`src/rtl/kbd_pkg.sv`:
```
// Scan-code and character constants plus the scan-code to character translation
// shared by the keyboard character FIFO.
package kbd_pkg;

  localparam logic [7:0] SC_ENTER    = 8'h5A;
  localparam logic [7:0] SC_BKSP     = 8'h66;
  localparam logic [7:0] SC_SPACE    = 8'h29;
  localparam logic [7:0] SC_TAB      = 8'h0D;
  localparam logic [7:0] SC_ESC      = 8'h76;
  localparam logic [7:0] SC_E0_UP    = 8'h75;
  localparam logic [7:0] SC_E0_DOWN  = 8'h72;
  localparam logic [7:0] SC_E0_LEFT  = 8'h6B;
  localparam logic [7:0] SC_E0_RIGHT = 8'h74;
  localparam logic [7:0] SC_E0_DEL   = 8'h71;

  localparam logic [7:0] CH_UP    = 8'h80;
  localparam logic [7:0] CH_DOWN  = 8'h81;
  localparam logic [7:0] CH_LEFT  = 8'h82;
  localparam logic [7:0] CH_RIGHT = 8'h83;
  localparam logic [7:0] CH_DEL   = 8'h7F;
  localparam logic [7:0] CH_CR    = 8'h0D;
  localparam logic [7:0] CH_BS    = 8'h08;
  localparam logic [7:0] CH_SP    = 8'h20;
  localparam logic [7:0] CH_TAB   = 8'h09;
  localparam logic [7:0] CH_ESC   = 8'h1B;

  typedef struct packed {
    logic       mapped;
    logic [7:0] ch;
  } xlat_t;

  function automatic xlat_t translate(input logic [7:0] code, input logic e0,
                                      input logic shift, input logic ctrl,
                                      input logic caps);
    xlat_t      r;
    logic       is_letter;
    logic       is_sym;
    logic [4:0] idx;
    logic [7:0] lo;
    logic [7:0] hi;
    r         = '0;
    is_letter = 1'b0;
    is_sym    = 1'b0;
    idx       = '0;
    lo        = '0;
    hi        = '0;
    if (e0) begin
      r.mapped = 1'b1;
      case (code)
        SC_E0_UP:    r.ch = CH_UP;
        SC_E0_DOWN:  r.ch = CH_DOWN;
        SC_E0_LEFT:  r.ch = CH_LEFT;
        SC_E0_RIGHT: r.ch = CH_RIGHT;
        SC_E0_DEL:   r.ch = CH_DEL;
        SC_ENTER:    r.ch = CH_CR;
        default:     r.mapped = 1'b0;
      endcase
    end else begin
      is_letter = 1'b1;
      case (code)
        8'h1C: idx = 5'd0;   8'h32: idx = 5'd1;   8'h21: idx = 5'd2;
        8'h23: idx = 5'd3;   8'h24: idx = 5'd4;   8'h2B: idx = 5'd5;
        8'h34: idx = 5'd6;   8'h33: idx = 5'd7;   8'h43: idx = 5'd8;
        8'h3B: idx = 5'd9;   8'h42: idx = 5'd10;  8'h4B: idx = 5'd11;
        8'h3A: idx = 5'd12;  8'h31: idx = 5'd13;  8'h44: idx = 5'd14;
        8'h4D: idx = 5'd15;  8'h15: idx = 5'd16;  8'h2D: idx = 5'd17;
        8'h1B: idx = 5'd18;  8'h2C: idx = 5'd19;  8'h3C: idx = 5'd20;
        8'h2A: idx = 5'd21;  8'h1D: idx = 5'd22;  8'h22: idx = 5'd23;
        8'h35: idx = 5'd24;  8'h1A: idx = 5'd25;
        default: is_letter = 1'b0;
      endcase
      // US layout: unshifted / shifted pairs for the main-block symbol keys
      is_sym = 1'b1;
      case (code)
        8'h45: begin lo = "0";  hi = ")"; end
        8'h16: begin lo = "1";  hi = "!"; end
        8'h1E: begin lo = "2";  hi = "@"; end
        8'h26: begin lo = "3";  hi = "#"; end
        8'h25: begin lo = "4";  hi = "$"; end
        8'h2E: begin lo = "5";  hi = "%"; end
        8'h36: begin lo = "6";  hi = "^"; end
        8'h3D: begin lo = "7";  hi = "&"; end
        8'h3E: begin lo = "8";  hi = "*"; end
        8'h46: begin lo = "9";  hi = "("; end
        8'h0E: begin lo = 8'h60; hi = "~"; end
        8'h4E: begin lo = "-";  hi = "_"; end
        8'h55: begin lo = "=";  hi = "+"; end
        8'h54: begin lo = "[";  hi = "{"; end
        8'h5B: begin lo = "]";  hi = "}"; end
        8'h5D: begin lo = "\\"; hi = "|"; end
        8'h4C: begin lo = ";";  hi = ":"; end
        8'h52: begin lo = "'";  hi = "\""; end
        8'h41: begin lo = ",";  hi = "<"; end
        8'h49: begin lo = ".";  hi = ">"; end
        8'h4A: begin lo = "/";  hi = "?"; end
        SC_SPACE: begin lo = CH_SP;  hi = CH_SP;  end
        SC_ENTER: begin lo = CH_CR;  hi = CH_CR;  end
        SC_BKSP:  begin lo = CH_BS;  hi = CH_BS;  end
        SC_TAB:   begin lo = CH_TAB; hi = CH_TAB; end
        SC_ESC:   begin lo = CH_ESC; hi = CH_ESC; end
        default:  is_sym = 1'b0;
      endcase
      if (is_letter) begin
        r.mapped = 1'b1;
        if (ctrl)              r.ch = {3'b000, idx} + 8'h01;
        else if (shift ^ caps) r.ch = {3'b000, idx} + 8'h41;
        else                   r.ch = {3'b000, idx} + 8'h61;
      end else if (is_sym) begin
        r.mapped = 1'b1;
        r.ch     = shift ? hi : lo;
      end
    end
    return r;
  endfunction

endpackage

```
`src/rtl/kbd_char_fifo_sync_fifo.sv`:
```
// Show-ahead synchronous FIFO with registered occupancy and a sticky overflow flag.
module sync_fifo #(
  parameter int DEPTH  = 16,
  parameter int AW     = 4,
  parameter int DATA_W = 8
) (
  input  logic              clk,
  input  logic              clr,
  input  logic              wr_en,
  input  logic [DATA_W-1:0] wr_data,
  input  logic              rd_en,
  output logic [DATA_W-1:0] rd_data,
  output logic              empty,
  output logic              full,
  output logic [AW:0]       count,
  output logic              overflow
);

  localparam logic [AW-1:0] PTR_ONE  = AW'(1);
  localparam logic [AW:0]   CNT_ONE  = (AW + 1)'(1);
  localparam logic [AW:0]   CNT_FULL = (AW + 1)'(DEPTH);

  logic [DATA_W-1:0] mem_q [DEPTH];
  logic [AW-1:0]     wr_ptr_q, wr_ptr_d;
  logic [AW-1:0]     rd_ptr_q, rd_ptr_d;
  logic [AW:0]       count_q, count_d;
  logic              overflow_q, overflow_d;
  logic              do_push, do_pop;

  assign empty    = (count_q == '0);
  assign full     = (count_q == CNT_FULL);
  assign count    = count_q;
  assign overflow = overflow_q;
  assign rd_data  = empty ? '0 : mem_q[rd_ptr_q];

  // A pop frees the head slot in the same edge, so a full FIFO still accepts a push
  always_comb begin
    do_pop     = rd_en && !empty;
    do_push    = wr_en && (!full || do_pop);
    overflow_d = overflow_q || (wr_en && full && !do_pop);
    wr_ptr_d   = do_push ? wr_ptr_q + PTR_ONE : wr_ptr_q;
    rd_ptr_d   = do_pop  ? rd_ptr_q + PTR_ONE : rd_ptr_q;
    count_d    = count_q;
    case ({do_push, do_pop})
      2'b10:   count_d = count_q + CNT_ONE;
      2'b01:   count_d = count_q - CNT_ONE;
      default: count_d = count_q;
    endcase
  end

  always_ff @(posedge clk or posedge clr) begin
    if (clr) begin
      wr_ptr_q   <= '0;
      rd_ptr_q   <= '0;
      count_q    <= '0;
      overflow_q <= 1'b0;
    end else begin
      wr_ptr_q   <= wr_ptr_d;
      rd_ptr_q   <= rd_ptr_d;
      count_q    <= count_d;
      overflow_q <= overflow_d;
    end
  end

  always_ff @(posedge clk) begin
    if (do_push) mem_q[wr_ptr_q] <= wr_data;
  end

endmodule

```
`src/rtl/kbd_char_fifo.sv`:
```
// Keyboard character queue: tracks plain/E0 source, translates each key event to a
// character in a two-stage pipeline and buffers it for the consumer.
module kbd_char_fifo
  import kbd_pkg::*;
#(
  parameter int DEPTH = 16,
  parameter int AW    = 4
) (
  input  logic        clk,
  input  logic        clr,
  input  logic [7:0]  scanCode,
  input  logic [7:0]  scanCode_E0,
  input  logic        shift,
  input  logic        ctrl,
  input  logic        capslock,
  input  logic        newKey,
  input  logic        rd_en,
  output logic [7:0]  rd_data,
  output logic        empty,
  output logic        full,
  output logic [AW:0] count,
  output logic        overflow
);

  logic [7:0] sc_shadow_q, sc_shadow_d;
  logic [7:0] e0_shadow_q, e0_shadow_d;
  logic       src_e0_q, src_e0_d;
  logic [7:0] sel_code;

  logic       vld_p1_q, vld_p1_d;
  logic [7:0] code_p1_q, code_p1_d;
  logic       e0_p1_q, e0_p1_d;
  logic       shift_p1_q, shift_p1_d;
  logic       ctrl_p1_q, ctrl_p1_d;
  logic       caps_p1_q, caps_p1_d;

  logic       vld_p2_q, vld_p2_d;
  logic [7:0] ch_p2_q, ch_p2_d;
  xlat_t      xl;

  // Source tracking: the E0 check comes last so it wins a simultaneous change
  always_comb begin
    sc_shadow_d = scanCode;
    e0_shadow_d = scanCode_E0;
    src_e0_d    = src_e0_q;
    if (scanCode != sc_shadow_q && scanCode != 8'h00)       src_e0_d = 1'b0;
    if (scanCode_E0 != e0_shadow_q && scanCode_E0 != 8'h00) src_e0_d = 1'b1;
    sel_code = src_e0_d ? scanCode_E0 : scanCode;
  end

  // Stage p1: capture the selected code and modifier levels
  always_comb begin
    vld_p1_d   = newKey && (sel_code != 8'h00);
    code_p1_d  = sel_code;
    e0_p1_d    = src_e0_d;
    shift_p1_d = shift;
    ctrl_p1_d  = ctrl;
    caps_p1_d  = capslock;
  end

  // Stage p2: translate; unmapped codes drop out here
  always_comb begin
    xl       = translate(code_p1_q, e0_p1_q, shift_p1_q, ctrl_p1_q, caps_p1_q);
    vld_p2_d = vld_p1_q && xl.mapped;
    ch_p2_d  = xl.ch;
  end

  always_ff @(posedge clk or posedge clr) begin
    if (clr) begin
      sc_shadow_q <= '0;
      e0_shadow_q <= '0;
      src_e0_q    <= 1'b0;
      vld_p1_q    <= 1'b0;
      vld_p2_q    <= 1'b0;
    end else begin
      sc_shadow_q <= sc_shadow_d;
      e0_shadow_q <= e0_shadow_d;
      src_e0_q    <= src_e0_d;
      vld_p1_q    <= vld_p1_d;
      vld_p2_q    <= vld_p2_d;
    end
  end

  always_ff @(posedge clk) begin
    code_p1_q  <= code_p1_d;
    e0_p1_q    <= e0_p1_d;
    shift_p1_q <= shift_p1_d;
    ctrl_p1_q  <= ctrl_p1_d;
    caps_p1_q  <= caps_p1_d;
    ch_p2_q    <= ch_p2_d;
  end

  // Stage p3: push into the queue
  sync_fifo #(
    .DEPTH  (DEPTH),
    .AW     (AW),
    .DATA_W (8)
  ) u_fifo (
    .clk      (clk),
    .clr      (clr),
    .wr_en    (vld_p2_q),
    .wr_data  (ch_p2_q),
    .rd_en    (rd_en),
    .rd_data  (rd_data),
    .empty    (empty),
    .full     (full),
    .count    (count),
    .overflow (overflow)
  );

endmodule

```
`config.mk`:
```
export PLATFORM = sky130hd
export DESIGN_NAME = kbd_char_fifo
export DESIGN_NICKNAME = d
export VERILOG_FILES = /design/src/rtl/kbd_pkg.sv /design/src/rtl/kbd_char_fifo_sync_fifo.sv /design/src/rtl/kbd_char_fifo.sv
export SDC_FILE = /design/constraint.sdc
export NUM_CORES = 1
export LEC_CHECK = 0
export BUFFER_PORTS_ARGS = -buffer_cell sky130_fd_sc_hd__buf_4
export CORE_ASPECT_RATIO = 0.8
export CORE_MARGIN = 2
export CORE_UTILIZATION = 40
export CTS_BUF_LIST = sky130_fd_sc_hd__clkbuf_8 sky130_fd_sc_hd__clkbuf_16
export CTS_CLUSTER_DIAMETER = 80
export DETAILED_ROUTE_END_ITERATION = 12
export GPL_TIMING_DRIVEN = 0
export SLEW_MARGIN = 0
export SYNTH_ARGS = -nofsm -noshare
export SYNTH_HDL_FRONTEND = slang
export SYNTH_SLANG_ARGS = --single-unit
```
`constraint.sdc`:
```
create_clock -name clk -period 3.15 [get_ports clk]
set_input_delay 0 -clock clk [delete_from_list [all_inputs] [get_ports clk]]
set_output_delay 0 -clock clk [all_outputs]
set_load 0.02 [all_outputs]
```
==> impl_results.md, run 1 <==
* First-pass GRT wire length at 33580 µm
* Core area at roughly 21000 µm²
* Routed via count at 5707
* Routability congestion estimate at between 0.9 and 1
* Worst setup path class: flip-flop to output port
* Die X at ~170 µm
* Clock slew at reported path FFs at around 0.07 ns
* Cell area after layout at 10070 µm²
* Setup Viol. Count Final at 0
* Normalized max-slew margin at between 30% and 40%
* Largest net degree at the start of global routing at 34
* Vias in the first global route at roughly 5600
* Synthesized flop and latch total at approximately 180
* Slew Limit Fails at 0
* Crit path capture type: output port
* R2R depth at 10
* Antenna violations before repair at 0
* Synthesized net count at ~660
* Final core occ at about half
* Overflow after GRT at 0
* Hold Fails Final Rpt at 0
* RSZ-0062 raised after global routing: no
* Hpwl dp at ~15000 µm
* Status: completed
* Synth top cells by count: edfxtp_1, mux4_2, nand2_1
* # rows at between 40 and 50
* Layout net count at about 740
* Worst path max stage delay at between 0.5 and 0.6 ns
* Clock share of power at around 30%
* CTS Buf Count at 17
* Max Cap Viol at 0
* Layout cells sized above 1 at a little under a quarter
* Global-route usage over all layers at between 20% and 30%
* Initial Util at roughly two fifths
* Reg-to-Reg Start: u_fifo.count[1]
* # H-tree levels at 4
* Maximum vdd drop at 0.3876 mV
* Clk_skew at approximately 0.013 ns
* Internal power at about 4.7 mW
* Yosys warning total at 0
* Top cells by area, synth: edfxtp_1, mux4_2, dfrtp_1
* Final Cycle Share at about 94%
* PortBufs at 38
* Cells after Synth at 623
* FF-to-FF End: u_fifo.count[4]
* DRT Wirelength at around 22000 µm
* DRT iter0 DRCs at approximately 560
* Post-synth cell types at 84
* Worst slew pin tran at between 0.9 and 1 ns
* Max stage delay cell, worst path: clkbuf_1
* Antenna cells at 0
* Number of flops mapped to enable cells by yosys at roughly 130
* Most frequent cell after synthesis: edfxtp_1
* Net Sw Power at roughly 2.1 mW
* Area post-placement at about 9200 µm²
* Hold slack at approximately 0.044 ns
* Post-synthesis cell area at around 8600 µm²
* Worst-path cell chain: clkbuf_1, clkbuf_1, mux4_2, mux4_2, nor2b_1, buf_4
* Clock Tree Root: clkbuf_16
* F_max at ~0.34 GHz
* Final TNS setup at 0 ns
* Main flop type after synthesis: edfxtp_1
* Worst-skew pair later-pin latency at ~0.44 ns
* Async SR Flop Fraction at between 10% and 20%
* I/O pins at 39
* Seq/Total Area, Yosys at between 50 and 60%
* Syn Area/Cell at approximately 14 µm²
* CTS tree: done
* Clk sink count at between 150 and 200
* Worst Path Required at 3.15 ns
* Final ANT Viol Nets at 0
* Combinational power share at ~31%
* Crit path DAT at around 3 ns
* Clock Tree Buf Depth at 2
* Layout area overhead at 17.08%
* Pwr Density at 678.8 nW/µm²
* Routed len/inst at roughly 22 µm
* Worst min-delay path class: input pin to asynchronous set/reset pin
* Sw frac at ~31%
* Critical Path Source Type: flip-flop
* DRC viols at 0
* DRT Pass-1 Iters at 5
* Setup slack, reg-to-reg at around 0.19 ns
* Post-layout power at 6.835 mW
* Die Area at between 20000 and 25000 µm²
* Die height at between 100 and 150 µm
* Minimum clock period at about 3.0 ns
* Sequential share of power at between 30% and 40%
* Via-to-Cell Ratio at between 5 and 6
* Pleak at ~3.5 nW
* Share of the synthesized area in the top cell type at between 40% and 50%
* Max Fanout on Critical Path at 10
* Cell taking the most area after synthesis: edfxtp_1
[stage by stage]
step / cells / setup slack [ns]
CTS: 984 / 0.07483
floorplan: 623 / 0.3019
detailed placement: 930 / -0.1579
finish: 987 / 0.1739
global route: 987 / 0.01521
global placement: 930 / 0.05639
[logic make-up after synthesis]
family | after synthesis | synth area share [%]
XOR/XNOR | 30 | 3.055
AO/OA/AOI/OAI | 105 | 8.962
adder cells (fa/ha/maj) | 10 | 1.542
buffers and inverters | 63 | 3.317
AND/OR/NAND/NOR | 183 | 12.29
flip-flops | 181 | 58.95
multiplexers | 51 | 11.89
[layout by cell type (no fill, tap or decap), types with 11 or more instances in the layout]
| cell type | count |
|---|---|
| a21oi_1 | 14 |
| buf_2 | 18 |
| buf_4 | 46 |
| clkbuf_1 | 11 |
| clkbuf_16 | 18 |
| dfrtp_1 | 33 |
| dfxtp_1 | 20 |
| dlygate4sd3_1 | 22 |
| edfxtp_1 | 128 |
| inv_1 | 22 |
| mux4_2 | 40 |
| nand2_1 | 36 |
| nand2b_1 | 13 |
| nor2_1 | 29 |
| nor2b_1 | 16 |
| nor3_1 | 19 |
| o21ai_0 | 15 |
| xnor2_1 | 20 |
[per-layer routing]
metal,up-vias,GRT usage [%],share of wire [%]
met5,-,0,0
met4,0,6.087,1.3
met3,20,3.944,5.2
met2,185,30.92,46
met1,2930,29.21,48
li1,2572,-,-
[critical path: cells and delay by family (launching register included)]
family	cells	cell delay [ns]
flip-flops	1	0.36
buffers and inverters	3	1.08
multiplexers	2	0.95
AND/OR/NAND/NOR	1	0.14
[power groups by stage]
stage	Clock, mW	Combinational, mW	Sequential (mW)
after floorplan	0	1.39	2.77
after global placement	0	2.05	2.75
after detailed placement	0	2.08	2.75
after CTS	2.07	2.11	2.71
after global routing	2.15	2.25	2.73
final	2.03	2.09	2.72
[registers in the layout, indices dropped and copies added (netlist names)]
signal / cells
e0_p1_q: 1
src_e0_q: 1
vld_p2_q: 1
caps_p1_q: 1
code_p1_q: 8
ctrl_p1_q: 1
e0_shadow_q: 8
sc_shadow_q: 8
shift_p1_q: 1
u_fifo.rd_ptr_q: 4
ch_p2_q: 8
u_fifo.mem_q: 128
vld_p1_q: 1
u_fifo.count: 5
u_fifo.overflow: 1
u_fifo.wr_ptr_q: 4
[final cells by class]
cell class,count,area (µm²)
fillers,1798,10810
flip-flops and latches,181,5070
multi-input cells,379,3271
repair buffers,63,540.5
clock buffers,18,450.4
well taps,269,336.6
plain buffers,42,207.7
clock inverters,14,115.1
inverters,21,78.83
[how the worst max path moves through the flow]
stage                                   from  depth (start not counted)              end
final                     u_fifo.rd_ptr_q[1]                          6       rd_data[5]
after global routing         u_fifo.count[3]                         10  u_fifo.count[4]
after CTS                    u_fifo.count[3]                         10  u_fifo.count[4]
after detailed placement     u_fifo.count[1]                         10  u_fifo.count[4]
after global placement       u_fifo.count[3]                         10  u_fifo.count[4]
after floorplan              u_fifo.count[1]                         10  u_fifo.count[4]
[repair_timing]
item,CTS,global route
gates cloned,0,0
pin swaps,0,0
gates resized for setup,2,1
setup endpoints to repair,3,1
hold buffers,22,0
hold endpoints to repair,64,0
buffers inserted,0,0
Power figures use the tool's default switching activity.
==> run 2, diff against run 1 <==
--- a/config.mk
+++ b/config.mk
@@ -5,7 +5,7 @@
 export SDC_FILE = /design/constraint.sdc
 export NUM_CORES = 1
 export LEC_CHECK = 0
-export BUFFER_PORTS_ARGS = -buffer_cell sky130_fd_sc_hd__buf_4
+export BUFFER_PORTS_ARGS = -buffer_cell sky130_fd_sc_hd__buf_2
 export CORE_ASPECT_RATIO = 0.8
 export CORE_MARGIN = 2
 export CORE_UTILIZATION = 40
==> run 2 against run 1 <==
Compared with the run above: final area fell by 0.55%; clock skew rose by 0.0012 ns; cell count did not move; critical path depth did not move; routed wire length rose by 1.5%; worst hold slack improved by 0.038 ns; flip-flop and latch count did not move; non-clock buffer count did not move; clock power rose by 4%.
==> impl_results.md, run 2 (synthesis results as in run 1) <==
* Die X at ~170 µm
* Overflow after GRT at 0
* Setup Viol. Count Final at 0
* Vias in the first global route at 5831
* Antenna violations before repair at 0
* Net Sw Power at about 2.1 mW
* I/O pins at 39
* Core area at roughly 21000 µm²
* CTS tree: done
* Final ANT Viol Nets at 0
* DRT Wirelength at about 22000 µm
* Hpwl dp at 15330 µm
* Pre-CTS setup slack at -0.1607 ns
* Clock Tree Buf Depth at 2
* Clock Tree Root: clkbuf_16
* Worst-skew pair later-pin latency at around 0.43 ns
* Sequential share of power at approximately 40%
* First-pass GRT wire length at 34040 µm
* Crit path DAT at 2.97 ns
* PortBufs at 38
* Post-CTS setup buffer count at 0
* Routed via count at ~6000
* Worst min-delay path class: input pin to asynchronous set/reset pin
* Clock slew at reported path FFs at ~0.07 ns
* Combinational power share at 29.3%
* Crit path capture type: output port
* Final Cycle Share at ~94%
* Normalized max-slew margin at about two fifths
* Sw frac at 30.72%
* DRT iter0 DRCs at approximately 740
* Worst setup path class: flip-flop to output port
* Max Fanout on Critical Path at 10
* CTS Buf Count at 17
* Layout cells sized above 1 at between 20% and 30%
* Final Worst Setup Slack at ~0.18 ns
* Layout net count at around 740
* Antenna cells at 0
* Max Cap Viol at 0
* Post-layout power at between 6 and 7 mW
* Worst slew pin tran at approximately 0.9 ns
* Layout area overhead at 16.44%
* Die Area at approximately 23000 µm²
* RSZ-0062 raised after global routing: no
* Clk_skew at 0.01415 ns
* Most common cell after layout, fill and taps aside: edfxtp_1
* Slew Limit Fails at 0
* Max reg flops at roughly 130
* Routed len/inst at around 22 µm
* Largest Register: u_fifo.mem_q
* Internal power at 4.736 mW
* Worst Path Required at 3.15 ns
* Clock share of power at a little under a third
* Commonest cells after routing, fill and taps aside: edfxtp_1, buf_2, mux4_2
* DRT Pass-1 Iters at 6
* # H-tree levels at 4
* DRC viols at 0
* Die height at 135.2 µm
* Final core occ at between 40% and 50%
* Routability congestion estimate at 0.9180
* # rows at between 40 and 50
* Critical Path Source Type: flip-flop
* Global-route usage over all layers at just over 20%
* Hold Fails Final Rpt at 0
* Initial Util at roughly 41%
* Maximum vdd drop at around 0.37 mV
* Fill count at 1785
* Via-to-Cell Ratio at 5.935
* Minimum clock period at about 3.0 ns
* Status: completed
* Pwr Density at roughly 700 nW/µm²
* Clk sink count at around 180
* Pleak at ~3.5 nW
* F_max at 0.3371 GHz
* Largest net degree at the start of global routing at 34
[run 2: area by class of cell]
cell class / instances / area, µm² / area share [%]
sequential: 181 / 5070 / 50.62
multi-input combinational: 379 / 3276 / 32.71
timing repair buffer: 63 / 447.9 / 4.473
clock buffer: 17 / 425.4 / 4.248
tap: 269 / 336.6 / 3.361
buffer: 42 / 207.7 / 2.074
clock inverter: 15 / 172.7 / 1.724
inverter: 21 / 78.83 / 0.7871
[run 2: routing by layer]
layer	up-vias	global-route usage, %	part of all wire, %
met5	-	0	0
met4	0	8.164	2.7
met3	52	4.528	6.6
met2	255	30.97	46
met1	2969	28.26	45
li1	2582	-	-
[run 2: final timing paths]
check                                   startpoint               to  slack, ns  cells past startpoint
worst max-delay path            u_fifo.rd_ptr_q[1]       rd_data[5]       0.18                      6
worst min-delay path                           clr   e0_shadow_q[5]       0.08                      3
worst max register to register     u_fifo.count[1]  u_fifo.count[4]       0.19                     10
worst min register to register     u_fifo.overflow  u_fifo.overflow       0.50                      1
max in group asynchronous                      clr   sc_shadow_q[6]       2.63                      4
min in group clk                              ctrl        ctrl_p1_q       0.22                      2
[run 2: power groups by stage]
stage	clock network [mW]	logic, mW	registers [mW]
global placement	0	1.96	2.74
global route	2.25	2.15	2.73
finish	2.12	2.01	2.71
CTS	2.16	2.01	2.70
floorplan	0	1.39	2.77
detailed placement	0	1.98	2.75
[run 2: stage by stage]
| stage | area (µm²) | std cells | TNS (ns) | hold slack, ns |
|---|---|---|---|---|
| after floorplan | 8601 | 623 | 0 | 0.02772 |
| after global placement | 9128 | 930 | 0 | 0.1058 |
| after detailed placement | 9133 | 931 | -0.1607 | 0.1102 |
| after CTS | 9957 | 985 | 0 | 0.1921 |
| after global routing | 10010 | 987 | 0 | 0.08222 |
| final | 10010 | 987 | 0 | 0.08200 |
[run 2: what timing repair did]
item | in CTS | in global routing
hold endpoints to repair | 63 | 0
hold buffers | 22 | 0
endpoints found under the setup margin | 5 | 9
gates resized for setup | 1 | 3
cloned | 0 | 0
[run 2: worst max-delay path: stages (launching register included)]
cell and delay (ns):
dfrtp_1 0.36, clkbuf_1 0.37, clkbuf_1 0.56, mux4_2 0.45, mux4_2 0.49, nor2b_1 0.14
buf_2 0.16
